`src/rtl/stereo_sample_fifo_pkg.sv`:
```
// -----------------------------------------------------------------------------
// stereo_sample_fifo_pkg
//
// Shared audio definitions used by the stereo sample buffer and its
// neighbours in the audio path.
//
//   AUDIO_DW        default sample width of one channel (24 bits)
//   stereo_frame_t  one stereo frame, left sample in the upper half
//   fifo_state_t    buffer FSM states: idle, prefilling, streaming
// -----------------------------------------------------------------------------
package stereo_sample_fifo_pkg;

    localparam int AUDIO_DW = 24;

    typedef struct packed {
        logic [AUDIO_DW-1:0] left;
        logic [AUDIO_DW-1:0] right;
    } stereo_frame_t;

    typedef enum logic [1:0] {
        ST_IDLE    = 2'd0,
        ST_PREFILL = 2'd1,
        ST_STREAM  = 2'd2
    } fifo_state_t;

    // Packs a left/right pair into one frame word.
    function automatic stereo_frame_t make_frame(input logic [AUDIO_DW-1:0] left,
                                                 input logic [AUDIO_DW-1:0] right);
        stereo_frame_t f;
        f.left  = left;
        f.right = right;
        return f;
    endfunction

endpackage

```
`src/rtl/stereo_sample_fifo_if.sv`:
```
// -----------------------------------------------------------------------------
// stereo_sample_fifo_if
//
// Sample path between the audio output mux, the stereo buffer and the
// PCM-to-I2S converter.
//
//   l_din_valid / l_din   left sample strobe and data from the mux
//   r_din_valid / r_din   right sample strobe and data from the mux
//   rd_req                frame request from the I2S side
//   dout_valid            one-cycle strobe, l_dout / r_dout carry a frame
//   l_dout / r_dout       frame returned to the I2S side
//
// master: the environment (mux + I2S converter) driving the buffer
// slave : the buffer itself
// -----------------------------------------------------------------------------
interface stereo_sample_fifo_if
    import stereo_sample_fifo_pkg::*;
#(
    parameter int DW = AUDIO_DW
);

    logic          l_din_valid;
    logic          r_din_valid;
    logic [DW-1:0] l_din;
    logic [DW-1:0] r_din;
    logic          rd_req;
    logic          dout_valid;
    logic [DW-1:0] l_dout;
    logic [DW-1:0] r_dout;

    modport master (
        output l_din_valid,
        output r_din_valid,
        output l_din,
        output r_din,
        output rd_req,
        input  dout_valid,
        input  l_dout,
        input  r_dout
    );

    modport slave (
        input  l_din_valid,
        input  r_din_valid,
        input  l_din,
        input  r_din,
        input  rd_req,
        output dout_valid,
        output l_dout,
        output r_dout
    );

endinterface

```
`src/rtl/stereo_sample_fifo_ram.sv`:
```
// -----------------------------------------------------------------------------
// stereo_frame_ram
//
// Simple dual-port DEPTH x W memory holding stereo frames. Writes and reads
// are both synchronous; the read data is registered and only updates when
// rd_en is high, so it holds the last popped frame.
//
//   clk      system clock
//   wr_en    write strobe
//   wr_addr  write address
//   wr_data  frame to store
//   rd_en    read strobe
//   rd_addr  read address
//   rd_data  registered read data, valid the cycle after rd_en
//
// A read and a write to the same address in one cycle return the old
// contents. The top relies on this when a write and a pop collide on a
// full buffer, where wr_ptr equals rd_ptr.
// -----------------------------------------------------------------------------
module stereo_frame_ram
    import stereo_sample_fifo_pkg::*;
#(
    parameter int DEPTH = 16,
    parameter int W     = 2 * AUDIO_DW,
    parameter int AW    = $clog2(DEPTH)
) (
    input  logic          clk,
    input  logic          wr_en,
    input  logic [AW-1:0] wr_addr,
    input  logic [W-1:0]  wr_data,
    input  logic          rd_en,
    input  logic [AW-1:0] rd_addr,
    output logic [W-1:0]  rd_data
);

    logic [W-1:0] mem [DEPTH];

    // No reset on storage or the read register so the tools can map this
    // onto LUTRAM or block RAM; the top masks rd_data until the first pop.
    always_ff @(posedge clk) begin
        if (wr_en) begin
            mem[wr_addr] <= wr_data;
        end
        if (rd_en) begin
            rd_data <= mem[rd_addr];
        end
    end

endmodule

```
`src/rtl/stereo_sample_fifo.sv`:
```
// -----------------------------------------------------------------------------
// stereo_sample_fifo
//
// Elastic stereo buffer between the audio output mux and the PCM-to-I2S
// converter. Independent left/right strobes are paired into frames, stored
// in a DEPTH-frame ring, and handed out one frame per rd_req once PREFILL
// frames have accumulated.
//
//   clk        system clock
//   reset_n    asynchronous active-low reset
//   run        audio enable; low flushes the buffer and holds IDLE
//   clr_flags  clears the sticky overrun/underrun flags
//   audio      sample path interface (slave side)
//   level      frames currently stored, 0..DEPTH
//   streaming  high while the FSM is in STREAM
//   overrun    sticky, a completed frame was dropped because the buffer was full
//   underrun   sticky, rd_req found the buffer empty while streaming
// -----------------------------------------------------------------------------
module stereo_sample_fifo
    import stereo_sample_fifo_pkg::*;
#(
    parameter int DEPTH   = 16,
    parameter int PREFILL = 8,
    parameter int DW      = AUDIO_DW
) (
    input  logic                 clk,
    input  logic                 reset_n,
    input  logic                 run,
    input  logic                 clr_flags,
    stereo_sample_fifo_if.slave  audio,
    output logic [6:0]           level,
    output logic                 streaming,
    output logic                 overrun,
    output logic                 underrun
);

    localparam int AW = $clog2(DEPTH);
    localparam logic [6:0] LEVEL_FULL    = 7'(DEPTH);
    localparam logic [6:0] LEVEL_PREFILL = 7'(PREFILL);

    fifo_state_t    state;
    logic [AW-1:0]  wr_ptr;
    logic [AW-1:0]  rd_ptr;
    logic           l_have;
    logic           r_have;
    logic [DW-1:0]  l_hold;
    logic [DW-1:0]  r_hold;
    logic           rd_gap;
    logic           out_zero;
    logic           dout_valid_q;
    logic [2*DW-1:0] ram_rd_data;

    logic           active;
    logic           frame_done;
    logic [DW-1:0]  frame_l;
    logic [DW-1:0]  frame_r;
    logic           rd_accept;
    logic           pop;
    logic           underflow;
    logic           wr_en;
    logic           drop;
    logic [6:0]     level_next;

    // Per-cycle decisions. Nothing is accepted in IDLE or in a cycle where
    // run is low, because that cycle ends in a flush anyway. A frame
    // completes when each channel is either already latched or strobing
    // now; a live strobe takes priority over the latched copy.
    always_comb begin
        active     = (state != ST_IDLE) && run;
        frame_done = active && (l_have || audio.l_din_valid) && (r_have || audio.r_din_valid);
        frame_l    = audio.l_din_valid ? audio.l_din : l_hold;
        frame_r    = audio.r_din_valid ? audio.r_din : r_hold;

        // rd_gap masks a request arriving right after an accepted one.
        rd_accept  = active && audio.rd_req && !rd_gap;
        pop        = rd_accept && (state == ST_STREAM) && (level != 7'd0);
        underflow  = rd_accept && (state == ST_STREAM) && (level == 7'd0);

        // A pop in the same cycle frees the slot the full-buffer write needs.
        wr_en      = frame_done && ((level != LEVEL_FULL) || pop);
        drop       = frame_done && (level == LEVEL_FULL) && !pop;

        level_next = level;
        if (wr_en && !pop) begin
            level_next = level + 7'd1;
        end else if (!wr_en && pop) begin
            level_next = level - 7'd1;
        end
    end

    stereo_frame_ram #(
        .DEPTH (DEPTH),
        .W     (2 * DW),
        .AW    (AW)
    ) u_ram (
        .clk     (clk),
        .wr_en   (wr_en),
        .wr_addr (wr_ptr),
        .wr_data ({frame_l, frame_r}),
        .rd_en   (pop),
        .rd_addr (rd_ptr),
        .rd_data (ram_rd_data)
    );

    // FSM, pair latches, pointers, level and flags. Sticky flags sit outside
    // the run flush so the CPU still sees them after audio is stopped, and a
    // set in the same cycle as clr_flags wins. out_zero selects the zero
    // frame for PREFILL requests and underruns; it resets high so the
    // unreset RAM read register never reaches the outputs.
    always_ff @(posedge clk or negedge reset_n) begin
        if (!reset_n) begin
            state        <= ST_IDLE;
            wr_ptr       <= '0;
            rd_ptr       <= '0;
            l_have       <= 1'b0;
            r_have       <= 1'b0;
            l_hold       <= '0;
            r_hold       <= '0;
            rd_gap       <= 1'b0;
            out_zero     <= 1'b1;
            dout_valid_q <= 1'b0;
            level        <= '0;
            overrun      <= 1'b0;
            underrun     <= 1'b0;
        end else begin
            overrun  <= drop || (overrun && !clr_flags);
            underrun <= underflow || (underrun && !clr_flags);

            if (!run) begin
                state        <= ST_IDLE;
                wr_ptr       <= '0;
                rd_ptr       <= '0;
                l_have       <= 1'b0;
                r_have       <= 1'b0;
                rd_gap       <= 1'b0;
                dout_valid_q <= 1'b0;
                level        <= '0;
            end else begin
                rd_gap       <= rd_accept;
                dout_valid_q <= rd_accept;
                if (rd_accept) begin
                    out_zero <= !pop;
                end

                if (frame_done) begin
                    l_have <= 1'b0;
                    r_have <= 1'b0;
                end else if (active) begin
                    if (audio.l_din_valid) begin
                        l_have <= 1'b1;
                        l_hold <= audio.l_din;
                    end
                    if (audio.r_din_valid) begin
                        r_have <= 1'b1;
                        r_hold <= audio.r_din;
                    end
                end

                if (wr_en) begin
                    wr_ptr <= wr_ptr + 1'b1;
                end
                if (pop) begin
                    rd_ptr <= rd_ptr + 1'b1;
                end
                level <= level_next;

                case (state)
                    ST_IDLE: begin
                        state <= ST_PREFILL;
                    end
                    ST_PREFILL: begin
                        if (level >= LEVEL_PREFILL) begin
                            state <= ST_STREAM;
                        end
                    end
                    ST_STREAM: begin
                        if (underflow) begin
                            state <= ST_PREFILL;
                        end
                    end
                    default: begin
                        state <= ST_IDLE;
                    end
                endcase
            end
        end
    end

    assign streaming        = (state == ST_STREAM);
    assign audio.dout_valid = dout_valid_q;
    assign audio.l_dout     = out_zero ? '0 : ram_rd_data[2*DW-1:DW];
    assign audio.r_dout     = out_zero ? '0 : ram_rd_data[DW-1:0];

endmodule

```
`src/flat_wrapper.sv`:
```
// flat-port wrapper written by rule: the top's interface ports become plain ports
module stereo_sample_fifo_flat import stereo_sample_fifo_pkg::*;
#(
    parameter int DEPTH   = 16,
    parameter int PREFILL = 8,
    parameter int DW      = AUDIO_DW
)
  (clk, reset_n, run, clr_flags, level, streaming, overrun, underrun, audio_l_din_valid, audio_r_din_valid, audio_l_din, audio_r_din, audio_rd_req, audio_dout_valid, audio_l_dout, audio_r_dout);
  stereo_sample_fifo_if #(.DW(DW)) audio_i ();
  input  logic clk;
  input  logic reset_n;
  input  logic run;
  input  logic clr_flags;
  output logic [6:0] level;
  output logic streaming;
  output logic overrun;
  output logic underrun;
  input wire logic [$bits(audio_i.l_din_valid)-1:0] audio_l_din_valid;
  input wire logic [$bits(audio_i.r_din_valid)-1:0] audio_r_din_valid;
  input wire logic [$bits(audio_i.l_din)-1:0] audio_l_din;
  input wire logic [$bits(audio_i.r_din)-1:0] audio_r_din;
  input wire logic [$bits(audio_i.rd_req)-1:0] audio_rd_req;
  output wire logic [$bits(audio_i.dout_valid)-1:0] audio_dout_valid;
  output wire logic [$bits(audio_i.l_dout)-1:0] audio_l_dout;
  output wire logic [$bits(audio_i.r_dout)-1:0] audio_r_dout;
  assign audio_i.l_din_valid = audio_l_din_valid;
  assign audio_i.r_din_valid = audio_r_din_valid;
  assign audio_i.l_din = audio_l_din;
  assign audio_i.r_din = audio_r_din;
  assign audio_i.rd_req = audio_rd_req;
  assign audio_dout_valid = audio_i.dout_valid;
  assign audio_l_dout = audio_i.l_dout;
  assign audio_r_dout = audio_i.r_dout;
  stereo_sample_fifo #(.DEPTH(DEPTH), .PREFILL(PREFILL), .DW(DW)) u_core (.clk(clk), .reset_n(reset_n), .run(run), .clr_flags(clr_flags), .audio(audio_i), .level(level), .streaming(streaming), .overrun(overrun), .underrun(underrun));
endmodule
```
`config.mk`:
```
export PLATFORM = sky130hd
export DESIGN_NAME = stereo_sample_fifo_flat
export DESIGN_NICKNAME = d
export VERILOG_FILES = /design/src/rtl/stereo_sample_fifo_pkg.sv /design/src/rtl/stereo_sample_fifo_if.sv /design/src/rtl/stereo_sample_fifo_ram.sv /design/src/rtl/stereo_sample_fifo.sv /design/src/flat_wrapper.sv
export SDC_FILE = /design/constraint.sdc
export NUM_CORES = 1
export LEC_CHECK = 0
export ABC_AREA = 1
export BUFFER_PORTS_ARGS = -buffer_cell sky130_fd_sc_hd__buf_2
export CELL_PAD_IN_SITES_DETAIL_PLACEMENT = 0
export CELL_PAD_IN_SITES_GLOBAL_PLACEMENT = 1
export CORE_AREA = 2 2 342 428
export CTS_CLUSTER_SIZE = 28
export DETAILED_ROUTE_END_ITERATION = 16
export DIE_AREA = 0 0 344 430
export PLACE_DENSITY = 0.46
export REMOVE_ABC_BUFFERS = 1
export SLEW_MARGIN = 40
export SYNTH_ARGS = -nofsm -noshare
export SYNTH_HDL_FRONTEND = slang
export SYNTH_SLANG_ARGS = --single-unit
```
`constraint.sdc`:
```
create_clock -name clk -period 5 [get_ports clk]
set_input_delay 0.25 -clock clk [delete_from_list [all_inputs] [get_ports clk]]
set_output_delay 0.25 -clock clk [all_outputs]
set_load 0.02 [all_outputs]
```
==> summary.md <==
| Metric | Value |
|---|---|
| Root buffer cell | clkbuf_16 |
| Die width | approximately 340 um |
| DP HPWL | 53200 um |
| Die height | 430 um |
| Worst slew margin | 46.9% |
| Setup TNS | 0 ns |
| Hold WS | between 0.09 and 0.1 ns |
| CP required | 5.41 ns |
| Buffers on Ports | 113 |
| Pre-CTS setup slack | 1.68 ns |
| Final setup fails | 0 |
| Placer Congestion | 0.690 |
| Reg2reg start | u_core.rd_ptr[0]$_DFFE_PN0P_ |
| CP max FO | 130 |
| DR WL/cell | roughly 20 um |
| Filler cell count | 14800 |
| Area Growth Syn to Fin | 17.8% |
| DRC Markers | 0 |
| Final WS setup | about 1.7 ns |
| Clk_skew | 0.0308 ns |
| Core Area | ~0.14 mm^2 |
| Maximum vdd drop | a little over 0.3 mV |
| Register area | 0.0263 mm^2 |
| M3 GR Usage | 1.63% |
| Non-filler cells, final | 4961 |
| Mapped Area | 0.0358 mm^2 |
| Leak Pwr | 14.1 nW |
| Hold_sp | audio_l_din[22] |
| Post-synthesis sequential area ratio | 73.5% |
| DRT antenna net count | 0 |
| Status | complete, no violations |
| Layout cells sized above 1 | 13.1% |
| # rows | about 160 |
| F_max | 300 MHz |
| Post-layout instance area | 0.0421 mm^2 |
| Synth Flop Type | edfxtp_1 |
| RR Endpoint | u_core.u_ram.rd_data[42]$_DFFE_PN_ |
| Final slew viol count | 0 |
| Vias per cell | 4.42 |
| Vias post-DR | 21900 |
| Number of global-route vias before repair | 22100 |
| Utilization after layout | between 20 and 30% |
| Initial Utilization | 24.8% |
| DR pass1 iterations | 5 |
| Met2 Track Usage GR | 23.7% |
| Worst-path clk slew | approximately 0.060 ns |
| Crit. Startpoint | u_core.rd_ptr[0]$_DFFE_PN0P_ |
| Number of synthesized flops with an enable pin | 816 |
| Power Total | 18.4 mW |
| Total setup buffers inserted after CTS | 0 |
| Global-route wire length before repair | between 150000 and 200000 um |
| Placed Area | 0.0389 mm^2 |
| Cells after Synth | 2853 |
| GRT Total Usage | 13.7% |
| Critical path class | reg2reg |
| End of the worst hold path | u_core.u_ram.mem[9][46]$_DFFE_PP_ |
| Total CTS buffers | 96 |
| Die area | 0.148 mm^2 |
| Top cells by area, synth | edfxtp_1 69%, nor2_1 6.5%, o21ai_0 5.5% |
| Max-Cap Viols | 0 |
| CTS tree | done |
| Setup slack, reg-to-reg | 1.66 ns |
| Hold Path Cell Cnt | 4 |
| Pwr per Cell Area | 438 mW/mm^2 |
| Yosys reg bits | approximately 890 |
| Max clock buf depth | 3 |
| Synthesized area per cell | 12.5 um^2 |
| Crit path capture type | flip-flop |
| RSZ-0062 raised after global routing | false |
| Crit path launch type | flip-flop |
| Pin count of the biggest net entering global routing | 140 |
| Met1 Usage GRT | a little under a fifth |
| Yosys top cell area share | between 60% and 70% |
| Area of the multi-input gates | 0.00820 mm^2 |
| # diodes | 0 |
| Critical path arrival | 3.75 ns |
| Hold buffer count at cts | 4 |
| 1st-iter DRT viols | approximately 1300 |
| Clock sink count | 887 |
| Initial antenna violation count | 4 |
| Endpoints failing hold | 0 |
| Worst skew pair latency | 0.68 ns |
| Remaining global-route overflow | 0 |
| Grt peak-use layer | met2 |
| Post-Route WL | approximately 100000 um |
| Worst R2R Path Depth | 9 |
| CTS H-tree lvls | 3 |
| Post-placement cell count | between 4000 and 5000 |
| Warning count from the yosys run | 0 |
| HP Class | in2reg |
| FFs w/ async S/R, synth | between 8 and 9% |
| Final period utilization | 66.7% |
| Crit path time final | 3.34 ns |
| Slew @ Worst Pin | approximately 0.80 ns |
| Area leader, netlist | edfxtp_1 |
| PostCTS Resize Cnt | 0 |
| IO Count | 114 |
| Synth cell types | 44 |
| Final net count | 3050 |
layout by cell type (no fill, tap or decap), drive strengths merged:
master / count
a21o: 1
a21oi: 10
a31oi: 1
buf: 211
bufinv: 3
clkbuf: 150
clkinv: 24
clkinvlp: 2
dfrtp: 70
dfstp: 1
dlygate4sd3: 4
edfxtp: 816
fa: 1
ha: 11
inv: 131
mux2i: 16
nand2: 183
nand3: 80
nand4: 4
nor2: 627
nor3: 3
o211ai: 177
o21a: 3
o21ai: 509
o21bai: 1
o221ai: 16
o22ai: 3
o31ai: 1
o32ai: 1
or2: 1
xnor2: 1
xor2: 3
state kept, by name, indices dropped and copies added (netlist names), 2 cells and up:
register and cells:
u_core.level 7, u_core.u_ram.mem 768, u_core.l_hold 24, u_core.r_hold 24, u_core.state 2, u_core.u_ram.rd_data 48, u_core.wr_ptr 4, u_core.rd_ptr 4
how the worst max path moves through the flow:
stage / slack, ns / endpoint / cells after the start
after floorplan: -3.88 / u_core.u_ram.rd_data[0]$_DFFE_PN_ / 7
after CTS: 1.65 / u_core.u_ram.rd_data[42]$_DFFE_PN_ / 9
after detailed placement: 1.68 / u_core.u_ram.rd_data[42]$_DFFE_PN_ / 9
final: 1.66 / u_core.u_ram.rd_data[42]$_DFFE_PN_ / 9
after global routing: 1.42 / u_core.u_ram.rd_data[32]$_DFFE_PN_ / 9
after global placement: 1.63 / u_core.u_ram.mem[8][41]$_DFFE_PP_ / 9
worst max-delay path, cell delays in order, from the launching register on:
cell	delay, ns
dfrtp_4	0.89
clkinv_8	0.53
buf_12	0.41
buf_4	0.39
nor2_1	0.13
nor2_1	0.04
o21ai_0	0.09
o21ai_0	0.10
o211ai_1	0.19
nand2_1	0.07
kinds of logic after synthesis:
| group | share of synthesized area [%] |
|---|---|
| flip-flops | 73.5 |
| XOR/XNOR | 0.0980 |
| adder cells (fa/ha/maj) | 0.441 |
| multiplexers | 0.448 |
| AO/OA/AOI/OAI | 11.7 |
| buffers and inverters | 3.91 |
| AND/OR/NAND/NOR | 9.93 |
report_power, final:
group          switching, mW  leakage, nW  internal (mW)
clock network           2.93         1.57           4.19
logic                   1.65         4.20          0.680
registers              0.206         8.30           8.79
total                   4.79         14.1           13.7
per-layer routing:
metal	vias up	part of all wire [%]
li1	10500	-
met1	11000	45
met2	322	50
met3	97	3.1
met4	4	1.5
met5	-	0.021
final cells by class:
cell class,count,area share [%]
clock buffer,150,6.98
timing repair buffer,215,3.72
tap,1896,5.63
clock inverter,30,0.567
inverter,130,1.21
multi-input combinational,1653,19.5
sequential,887,62.4
cells in the mapped netlist (2+ instances only):
master and n:
edfxtp_1 816, ha_1 11, dfrtp_1 70, nand2_1 179, buf_1 9, nor2_1 623
buf_6 13, nor3_1 3, buf_4 11, inv_2 2, o22ai_1 3, o221ai_1 16
nand3_4 2, nand3_1 78, xor2_1 3, nand4_1 4, a21oi_1 9, o21ai_1 112
o21ai_0 394, inv_1 126, o21ai_2 2, clkbuf_1 98, nor2_2 2, nand2_2 3
o21a_1 3, o211ai_1 177, buf_2 51, mux2i_1 16, nor2_4 2
No activity file was read; power rests on OpenSTA's default activity.
